File: src/rtl/ysyx_24110006_lsu.sv
// Load/store unit: takes one instruction per i_valid pulse, runs the AXI4-Lite
// read or write it needs, and hands a single completion pulse to writeback.
module ysyx_24110006_lsu (
  input  logic        i_clock,
  input  logic        i_reset,
  input  logic        i_valid,
  input  logic        i_mem_ren,
  input  logic        i_mem_wen,
  input  logic [3:0]  i_mem_wmask,
  input  logic [2:0]  i_mem_read_t,
  input  logic [31:0] i_mem_addr,
  input  logic [31:0] i_mem_wdata,
  input  logic [31:0] i_result,
  input  logic [31:0] i_pc,
  input  logic [4:0]  i_reg_rd,
  input  logic        i_reg_wen,
  output logic        o_valid,
  output logic [31:0] o_result,
  output logic [31:0] o_pc,
  output logic [4:0]  o_reg_rd,
  output logic        o_reg_wen,
  output logic        o_busy,
  output logic [1:0]  o_fault,
  output logic [31:0] o_araddr,
  output logic        o_arvalid,
  input  logic        i_arready,
  input  logic [31:0] i_rdata,
  input  logic [1:0]  i_rresp,
  input  logic        i_rvalid,
  output logic        o_rready,
  output logic [31:0] o_awaddr,
  output logic        o_awvalid,
  input  logic        i_awready,
  output logic [31:0] o_wdata,
  output logic [3:0]  o_wstrb,
  output logic        o_wvalid,
  input  logic        i_wready,
  input  logic [1:0]  i_bresp,
  input  logic        i_bvalid,
  output logic        o_bready
);

  typedef enum logic [2:0] {IDLE, RADDR, RDATA, WREQ, WRESP, DONE} state_t;

  state_t      state_reg, state_next;
  logic [31:0] addr_reg, wdata_reg;
  logic [3:0]  wmask_reg;
  logic [2:0]  read_t_reg;
  logic        aw_done_reg, w_done_reg;
  logic [31:0] result_reg, pc_reg;
  logic [4:0]  rd_reg;
  logic        reg_wen_reg;
  logic [1:0]  fault_reg;

  logic        accept, is_load, is_store, misaligned;
  logic        aw_fire, w_fire;
  logic [31:0] rdata_shift, load_data;

  assign accept   = (state_reg == IDLE) && i_valid;
  // A request with both enables set behaves as a load.
  assign is_load  = i_mem_ren;
  assign is_store = i_mem_wen && !i_mem_ren;

  always_comb begin
    misaligned = 1'b0;
    if (is_load) begin
      case (i_mem_read_t[1:0])
        2'b00:   misaligned = 1'b0;
        2'b01:   misaligned = i_mem_addr[0];
        default: misaligned = |i_mem_addr[1:0];
      endcase
    end else if (is_store) begin
      case (i_mem_wmask)
        4'b0001: misaligned = 1'b0;
        4'b0011: misaligned = i_mem_addr[0];
        default: misaligned = |i_mem_addr[1:0];
      endcase
    end
  end

  assign aw_fire = o_awvalid && i_awready;
  assign w_fire  = o_wvalid && i_wready;

  always_ff @(posedge i_clock) begin
    if (i_reset) state_reg <= IDLE;
    else         state_reg <= state_next;
  end

  always_comb begin
    state_next = state_reg;
    o_valid    = 1'b0;
    o_busy     = 1'b1;
    o_arvalid  = 1'b0;
    o_rready   = 1'b0;
    o_awvalid  = 1'b0;
    o_wvalid   = 1'b0;
    o_bready   = 1'b0;
    case (state_reg)
      IDLE: begin
        o_busy = 1'b0;
        if (i_valid) begin
          if (misaligned || !(i_mem_ren || i_mem_wen)) state_next = DONE;
          else if (is_load)                            state_next = RADDR;
          else                                         state_next = WREQ;
        end
      end
      RADDR: begin
        o_arvalid = 1'b1;
        if (i_arready) state_next = RDATA;
      end
      RDATA: begin
        o_rready = 1'b1;
        if (i_rvalid) state_next = DONE;
      end
      WREQ: begin
        // Each channel drops its valid independently once accepted.
        o_awvalid = !aw_done_reg;
        o_wvalid  = !w_done_reg;
        if ((aw_done_reg || aw_fire) && (w_done_reg || w_fire)) state_next = WRESP;
      end
      WRESP: begin
        o_bready = 1'b1;
        if (i_bvalid) state_next = DONE;
      end
      DONE: begin
        o_valid    = 1'b1;
        state_next = IDLE;
      end
      default: state_next = IDLE;
    endcase
  end

  assign rdata_shift = i_rdata >> {addr_reg[1:0], 3'b000};

  always_comb begin
    case (read_t_reg)
      3'b000:  load_data = {{24{rdata_shift[7]}}, rdata_shift[7:0]};
      3'b001:  load_data = {{16{rdata_shift[15]}}, rdata_shift[15:0]};
      3'b100:  load_data = {24'd0, rdata_shift[7:0]};
      3'b101:  load_data = {16'd0, rdata_shift[15:0]};
      default: load_data = rdata_shift;
    endcase
  end

  always_ff @(posedge i_clock) begin
    if (i_reset) begin
      addr_reg    <= '0;
      wdata_reg   <= '0;
      wmask_reg   <= '0;
      read_t_reg  <= '0;
      aw_done_reg <= 1'b0;
      w_done_reg  <= 1'b0;
      result_reg  <= '0;
      pc_reg      <= '0;
      rd_reg      <= '0;
      reg_wen_reg <= 1'b0;
      fault_reg   <= 2'b00;
    end else begin
      if (accept) begin
        addr_reg    <= i_mem_addr;
        wdata_reg   <= i_mem_wdata;
        wmask_reg   <= i_mem_wmask;
        read_t_reg  <= i_mem_read_t;
        aw_done_reg <= 1'b0;
        w_done_reg  <= 1'b0;
        result_reg  <= i_result;
        pc_reg      <= i_pc;
        rd_reg      <= i_reg_rd;
        reg_wen_reg <= i_reg_wen && !is_store && !misaligned;
        fault_reg   <= misaligned ? 2'b01 : 2'b00;
      end
      if (state_reg == WREQ) begin
        if (aw_fire) aw_done_reg <= 1'b1;
        if (w_fire)  w_done_reg  <= 1'b1;
      end
      if (state_reg == RDATA && i_rvalid) begin
        if (i_rresp != 2'b00) begin
          fault_reg   <= 2'b10;
          reg_wen_reg <= 1'b0;
          result_reg  <= '0;
        end else begin
          result_reg  <= load_data;
        end
      end
      if (state_reg == WRESP && i_bvalid && i_bresp != 2'b00) begin
        fault_reg  <= 2'b10;
        result_reg <= '0;
      end
    end
  end

  assign o_result  = result_reg;
  assign o_pc      = pc_reg;
  assign o_reg_rd  = rd_reg;
  assign o_reg_wen = reg_wen_reg;
  assign o_fault   = fault_reg;
  assign o_araddr  = {addr_reg[31:2], 2'b00};
  assign o_awaddr  = {addr_reg[31:2], 2'b00};
  assign o_wstrb   = wmask_reg << addr_reg[1:0];
  assign o_wdata   = wdata_reg << {addr_reg[1:0], 3'b000};

endmodule
File: config.mk
export PLATFORM = sky130hd
export DESIGN_NAME = ysyx_24110006_lsu
export DESIGN_NICKNAME = d
export VERILOG_FILES = /design/src/rtl/ysyx_24110006_lsu.sv
export SDC_FILE = /design/constraint.sdc
export NUM_CORES = 1
export LEC_CHECK = 0
export BUFFER_PORTS_ARGS = -buffer_cell sky130_fd_sc_hd__buf_2
export CAP_MARGIN = 20
export CORE_AREA = 2 2 143 145
export CTS_BUF_LIST = sky130_fd_sc_hd__clkbuf_4
export DETAILED_ROUTE_END_ITERATION = 12
export DIE_AREA = 0 0 145 147
export GPL_ROUTABILITY_DRIVEN = 1
export HOLD_SLACK_MARGIN = 0.03
export PLACE_DENSITY = 0.71
export SLEW_MARGIN = 20
export SYNTH_ARGS = -nofsm -noshare
export SYNTH_HDL_FRONTEND = slang
export SYNTH_SLANG_ARGS = --single-unit
export TNS_END_PERCENT = 100
File: constraint.sdc
create_clock -name i_clock -period 1.9 [get_ports i_clock]
set_input_delay 0.38 -clock i_clock [delete_from_list [all_inputs] [get_ports i_clock]]
set_output_delay 0.38 -clock i_clock [all_outputs]
set_load 0.02 [all_outputs]
==> flow_summary_export.csv, run 1 <==
group,metric,value,unit
outcome,outcome,"complete, but fails checks",
outcome,violations,"setup timing",
power,power_frac_comb,55.9,%
synth,synth_xor_xnor_area_share,0.119,%
cts,clk_pin_slew_worst_paths,0.15,ns
synth,synth_enable_flop_cells,0,
floorplan,start_util,37.2,%
worst_setup_path,cp_max_fo,10,
global_routing,grt_first_pass_wirelength,42900,µm
cts,clock-root-buffer,"clkbuf_4",
synth,synth_ff_type,"dfxtp_1",
timing,hold_viol,0,
timing,tightest_slew,0.574,ns
power,seq_power_share,30.0,%
floorplan,die_h,147,µm
synth,postSynthCellCount,943,
job,maxCapViolCount,0,
cts,cts_tree,"built",
worst_setup_path,crit_chain,"buf_12 -> buf_16 -> a211oi_2 -> a21oi_2 -> buf_2",
synth,synthAdderAreaFrac,0,%
timing,slew_viol_final,0,
timing,post-route-period-util,113,%
power,finalPower,14.7,mW
global_routing,antenna_found_initial,3,
worst_setup_path,crit_required,1.52,ns
routing,first_iter_violations,767,
placed_design,post-dp-hpwl,18200,µm
power,leakagePower,5.37,nW
floorplan,die_area,21300,µm²
floorplan,rows,52,
synth,ys.warnings.count,0,
routing,vias,8835,
synth,synth-compound-area-share,22.2,%
timing,post-route-min-period,2.15,ns
global_routing,grt_util_all_layers,25.0,%
routing,vias_per_cell,5.27,
synth,synth-simple-area-share,19.6,%
placed_design,placed_area,9160,µm²
worst_setup_path,cp.arrival,1.77,ns
synth,muxShareOfSynthArea,6.68,%
finish,syn_to_final_growth,65.2,%
placed_design,port_buffers,361,
timing,setup_ws,-0.253,ns
finish,fin_util,61.4,%
worst_setup_path,max_stage_delay,0.42,ns
synth,ys_seq_elements,148,
timing,timing.hold.ws,0.0595,ns
routing,wl,32000,µm
worst_hold_path,hold_path_class,"in -> reg",
synth,synth.distinct_cells,56,
timing,finClkSkew,0.0242,ns
global_routing,grt_pass1_vias,8152,
routing,ant_nets,0,
worst_setup_path,crit_type,"reg -> out",
cts,ctsLongestPathBuffers,2,
global_routing,grt_max_degree,66,
worst_setup_path,path_delay_family,"buffers and inverters",
power,vdd_ir_drop_max,0.000608,V
floorplan,ios,366,
cts,cts_buffers,17,
power,pwr-share-clk,14.2,%
power,p_switching,6.59,mW
cts,clkLatencyLatePin,0.59,ns
cts,cts_max_level,4,
floorplan,core_area,19800,µm²
synth,synth_top_family_by_area,"compound AO/OA/AOI/OAI gates",
placed_design,place.gp.congestion,0.893,
synth,yosysSeqAreaShare,40.2,%
cts,cts.sinks,148,
finish,nets,1578,
synth,synth.avg_cell_area,7.82,µm²
worst_setup_path,crit_slowest_cell,"dfxtp_4",
timing,max_freq,464,MHz
power,swShare,44.8,%
synth,syn_area,7380,µm²
synth,ys_async_sr_fraction,0,%
timing,finalSetupViolCount,83,
finish,drive_gt1_share,45.2,%
floorplan,dieWidth,145,µm
power,power.density,1210,nW/µm²
routing,drcViolationCount,0,
routing,routedWlPerCell,19.1,µm
timing,slew_headroom,61.6,%
worst_setup_path,crit_buf_inv,3,
routing,first_pass_iters,7,
finish,stdcell_area,12200,µm²
power,intPower,8.12,mW
timing,rsz0062_at_grt,"yes",
global_routing,grt-ovfl-total,0,
worst_setup_path,start_kind,"register",
worst_setup_path,cp-end-kind,"output pin",
-- worst min-delay path: cells and delay by family --
family                 cells  cell delay, ns
buffers and inverters      1            0.10
AOI/OAI and AO/OA          1            0.05
and+or+nand+nor            1            0.06
-- layer usage --
metal / GRT usage (%) / routed length [µm] / vias to the layer above
met4: 12.3 / 1360 / 0
met3: 5.56 / 2920 / 115
li1: - / - / 4076
met1: 30.0 / 12000 / 4095
met2: 42.6 / 15700 / 549
met5: 0 / 0 / -
-- synthesized netlist by cell type, types with 2 or more instances --
library cell,instances,area [µm²]
a211o_1,3,26.3
a211oi_1,18,135
a21oi_1,150,751
a21oi_2,2,17.5
a31oi_1,8,50.1
a32oi_1,8,70.1
and2_1,10,62.6
buf_1,3,11.3
buf_2,34,170
buf_4,65,488
buf_6,3,33.8
clkbuf_1,32,120
dfxtp_1,148,2960
inv_1,2,7.51
mux2_2,16,180
mux2i_1,29,290
nand2_1,239,897
nand2b_1,7,43.8
nand3_1,9,45.0
nand3b_1,2,15.0
nor2_1,30,113
nor2b_1,12,75.1
nor3b_1,4,30.0
o211ai_1,9,67.6
o21a_1,9,67.6
o21ai_0,53,265
o21ai_1,6,30.0
o22ai_1,3,18.8
or2_2,2,12.5
-- cell type report --
class,instances,area [µm²]
Sequential cell,148,2980
Inverter,2,7.51
Multi-Input combinational cell,660,4200
Fill cell,1552,7660
Tap cell,270,338
Clock buffer,17,128
Timing Repair Buffer,562,4370
Clock inverter,15,155
Antenna cell,4,10.0
-- cell families after synthesis --
| logic type | Yosys count |
|---|---|
| buf+inv | 139 |
| xor+xnor | 1 |
| flops | 148 |
| simple gates | 328 |
| other cells | 1 |
| mux | 46 |
| compound gates | 280 |
-- stage by stage --
step	std cells	TNS, ns	setup WS [ns]
floorplan	946	-0.0727	-0.0394
global placement	1476	0	0.0560
detailed placement	1476	-0.623	-0.0733
CTS	1641	-7.77	-0.258
global route	1677	-13.77	-0.324
finish	1678	-7.77	-0.253
-- power by group through the flow --
stage                     Sequential [mW]  Clock, mW  Combinational, mW
after floorplan                      4.71          0               3.62
after global placement               4.38          0               5.62
after detailed placement             4.40          0               5.66
after CTS                            4.36       2.11               6.60
after global routing                 4.48       2.23               8.65
final                                4.41       2.08               8.22
-- worst paths after layout --
check | start | end | slack (ns) | depth (start not counted)
worst max-delay path | addr_reg[1]$_SDFFE_PP0P_ | o_wdata[27] | -0.25 | 5
worst max register to register | state_reg[2]$_SDFFE_PP0P_ | o_pc[9]$_SDFFE_PP0P_ | -0.13 | 8
worst min-delay path | i_pc[16] | o_pc[16]$_SDFFE_PP0P_ | 0.06 | 3
worst min register to register | o_reg_rd[1]$_SDFFE_PP0P_ | o_reg_rd[1]$_SDFFE_PP0P_ | 0.46 | 2
-- layout by cell type, fill, tap and decap left out, drive strengths merged, types with 4 or more instances in the layout --
cell         Yosys  final
buf            105    438
conb             1      4
o211ai           9      9
clkbuf          32     29
and2            10     10
nor2b           12     12
nor2            30     31
nand2          239    239
o21a             9      9
o21ai           59     59
a21oi          152    152
a32oi            8      8
nor3b            5      5
diode            0      4
a31oi            8      8
mux2            16     16
nand3            9      9
dlygate4sd3      0    110
a211oi          19     19
nand2b           7      7
dfxtp          148    148
inv              2     13
mux2i           29     29
-- what timing repair did --
action / 4_1_cts / 5_1_grt
endpoints found under the hold margin: 110 / 0
setup endpoints to repair: 67 / 123
gates resized for setup: 97 / 133
setup buffers: 17 / 19
gates cloned: 6 / 16
pin swaps: 14 / 40
hold buffers: 110 / 0
No activity file was read; power rests on OpenSTA's default activity.
==> inputs of run 2 (changes only) <==
Settings changed: BUFFER_PORTS_ARGS -buffer_cell sky130_fd_sc_hd__buf_2 to unset, DONT_BUFFER_PORTS set to 1, PLACE_DENSITY 0.71 to 0.55.
==> run 2 against run 1 <==
Against the previous run:
- global-route usage decreased by 3.2 points
- count of clock-buffer cells in the layout unchanged
- combinational power decreased by 36%
- largest cell class is now multi-input combinational cells
- worst hold slack got worse by 0.17 ns
- via count decreased by 24%
- design area decreased by 24%
- worst setup slack improved by 0.096 ns
- clock skew increased by 0.0021 ns
- the run ends with hold timing, setup timing left
- sequential share of layout area increased by 7.8 points
- core utilization decreased by 15 points
- non-clock buffer count decreased by 435
- first-iteration DRC count decreased by 57%
==> flow_summary_export.csv, run 2 (synthesis gave the netlist of run 1 again) <==
group,metric,value,unit
routing,drcViolationCount,0,
cts,cts_max_level,4,
cts,clock-root-buffer,"clkbuf_4",
floorplan,ios,366,
worst_setup_path,path_depth,5,
timing,post-route-min-period,2.06,ns
floorplan,rows,52,
timing,tightest_slew,0.522,ns
global_routing,antenna_found_initial,1,
worst_setup_path,cp_max_fo,5,
timing,rsz0062_at_grt,"yes",
worst_setup_path,cp.arrival,1.68,ns
routing,first_iter_violations,326,
timing,timing.hold.ws,-0.108,ns
global_routing,grt_max_degree,119,
worst_hold_path,hold_path_class,"in -> reg",
worst_hold_path,holdPathStages,1,
job,maxCapViolCount,0,
timing,max_freq,486,MHz
placed_design,placed_area,7450,µm²
finish,nets,1143,
global_routing,grt-ovfl-total,0,
placed_design,post-dp-hpwl,16300,µm
global_routing,grt_first_pass_wirelength,36900,µm
routing,routedWlPerCell,20.3,µm
routing,vias_per_cell,5.45,
cts,cts.sinks,148,
floorplan,start_util,37.2,%
routing,wl_met3,2450,µm
power,leakagePower,3.27,nW
placed_design,port_buffers,0,
cts,clk_pin_slew_worst_paths,0.14,ns
timing,hold_viol,113,
routing,top_layer,"met4",
worst_setup_path,reg2reg_depth,5,
finish,stdcell_area,9230,µm²
finish,fin_util,46.5,%
power,power.density,1390,nW/µm²
finish,syn_to_final_growth,25.1,%
finish,layout_commonest_cell,"nand2_1",
cts,clkLatencyLatePin,0.54,ns
worst_setup_path,crit_type,"reg -> out",
worst_setup_path,cp-end-kind,"output pin",
floorplan,die_h,147,µm
outcome,outcome,"complete, but fails checks",
worst_setup_path,crit_buf_inv,2,
routing,met1_length,9560,µm
global_routing,grt_util_all_layers,21.8,%
worst_setup_path,crit_required,1.52,ns
routing,ant_nets,0,
timing,slew_viol_final,0,
global_routing,grt_pass1_vias,6452,
timing,slew_headroom,65.1,%
cts,cts_tree,"built",
timing,setup_ws,-0.157,ns
worst_setup_path,start_kind,"register",
power,vdd_ir_drop_max,0.000574,V
floorplan,core_area,19800,µm²
timing,finalSetupViolCount,39,
finish,most-common-layout-cells,"238 x nand2_1, 143 x dfxtp_1, 134 x a21oi_1",
worst_setup_path,ff2ff_setup_slack,0,ns
worst_setup_path,crit_chain,"buf_12 -> buf_16 -> nor2b_4 -> a211oi_2 -> a21oi_2",
outcome,violations,"hold timing, setup timing",
floorplan,dieWidth,145,µm
timing,finClkSkew,0.0263,ns
routing,first_pass_iters,5,
worst_setup_path,max_stage_delay,0.40,ns
routing,dr_wl_met2,12300,µm
cts,ctsLongestPathBuffers,2,
placed_design,place.gp.congestion,0.851,
timing,post-route-period-util,108,%
worst_setup_path,crit_slowest_cell,"dfxtp_4",
floorplan,die_area,21300,µm²
routing,wl,25100,µm
finish,drive_gt1_share,23.5,%
cts,cts_buffers,17,
routing,vias,6755,
worst_setup_path,path_delay_family,"flip-flops",
## run 2: changes by cell type in the layout (fill, tap and decap cells not counted), sizes merged
cell,previous run,this run
buf,438,81
bufinv,0,3
clkbuf,29,21
clkinv,3,1
diode,4,1
dlygate4sd3,110,40
inv,13,12
## run 2: area by class of cell
class | instances | area [µm²]
fillers | 1898 | 10600
diodes | 1 | 2.50
clock inverters | 15 | 208
flip-flops and latches | 148 | 2980
clock buffers | 17 | 128
inverters | 2 | 11.3
well taps | 270 | 338
repair buffers | 127 | 1520
multi-input cells | 660 | 4040
## run 2: stage by stage
step	hold slack (ns)	TNS [ns]	total power [mW]	worst slack, ns	cells
after floorplan	0.432	-0.0727	8.32	-0.0394	946
after global routing	-0.180	-8.82	13.6	-0.255	1240
after detailed placement	0.440	0	9.17	0.0917	1130
after global placement	0.436	0	9.12	0.152	1130
final	-0.108	-3.67	12.8	-0.157	1240
after CTS	-0.176	-6.09	12.3	-0.207	1220
## run 2: repair_timing
item / 4_1_cts / 5_1_grt
setup endpoints to repair: 43 / 70
setup buffers: 14 / 13
resized for setup: 92 / 50
gates cloned: 5 / 6
hold buffers: 39 / 1
hold endpoints to repair: 143 / 115
pin swaps: 5 / 20
## run 2: final timing paths
| kind | start | to |
|---|---|---|
| worst max-delay path | addr_reg[1]$_SDFFE_PP0P_ | o_wdata[26] |
| worst min-delay path | i_reset | o_pc[15]$_SDFFE_PP0P_ |
| worst max register to register | addr_reg[1]$_SDFFE_PP0P_ | o_result[13]$_SDFFE_PP0P_ |
| worst min register to register | wmask_reg[3]$_SDFFE_PP0P_ | wmask_reg[3]$_SDFFE_PP0P_ |
## run 2: power by group
group / switching [mW] / internal [mW] / leakage [nW]
Clock: 1.36 / 0.987 / 0.182
Combinational: 2.84 / 2.39 / 1.87
Sequential: 1.44 / 3.83 / 1.22
Total: 5.64 / 7.21 / 3.27
## run 2: routing by layer
metal	vias up	track usage, %
met5	-	0
met4	0	8.51
met2	331	36.9
met3	43	8.63
met1	3192	24.9
li1	3189	-
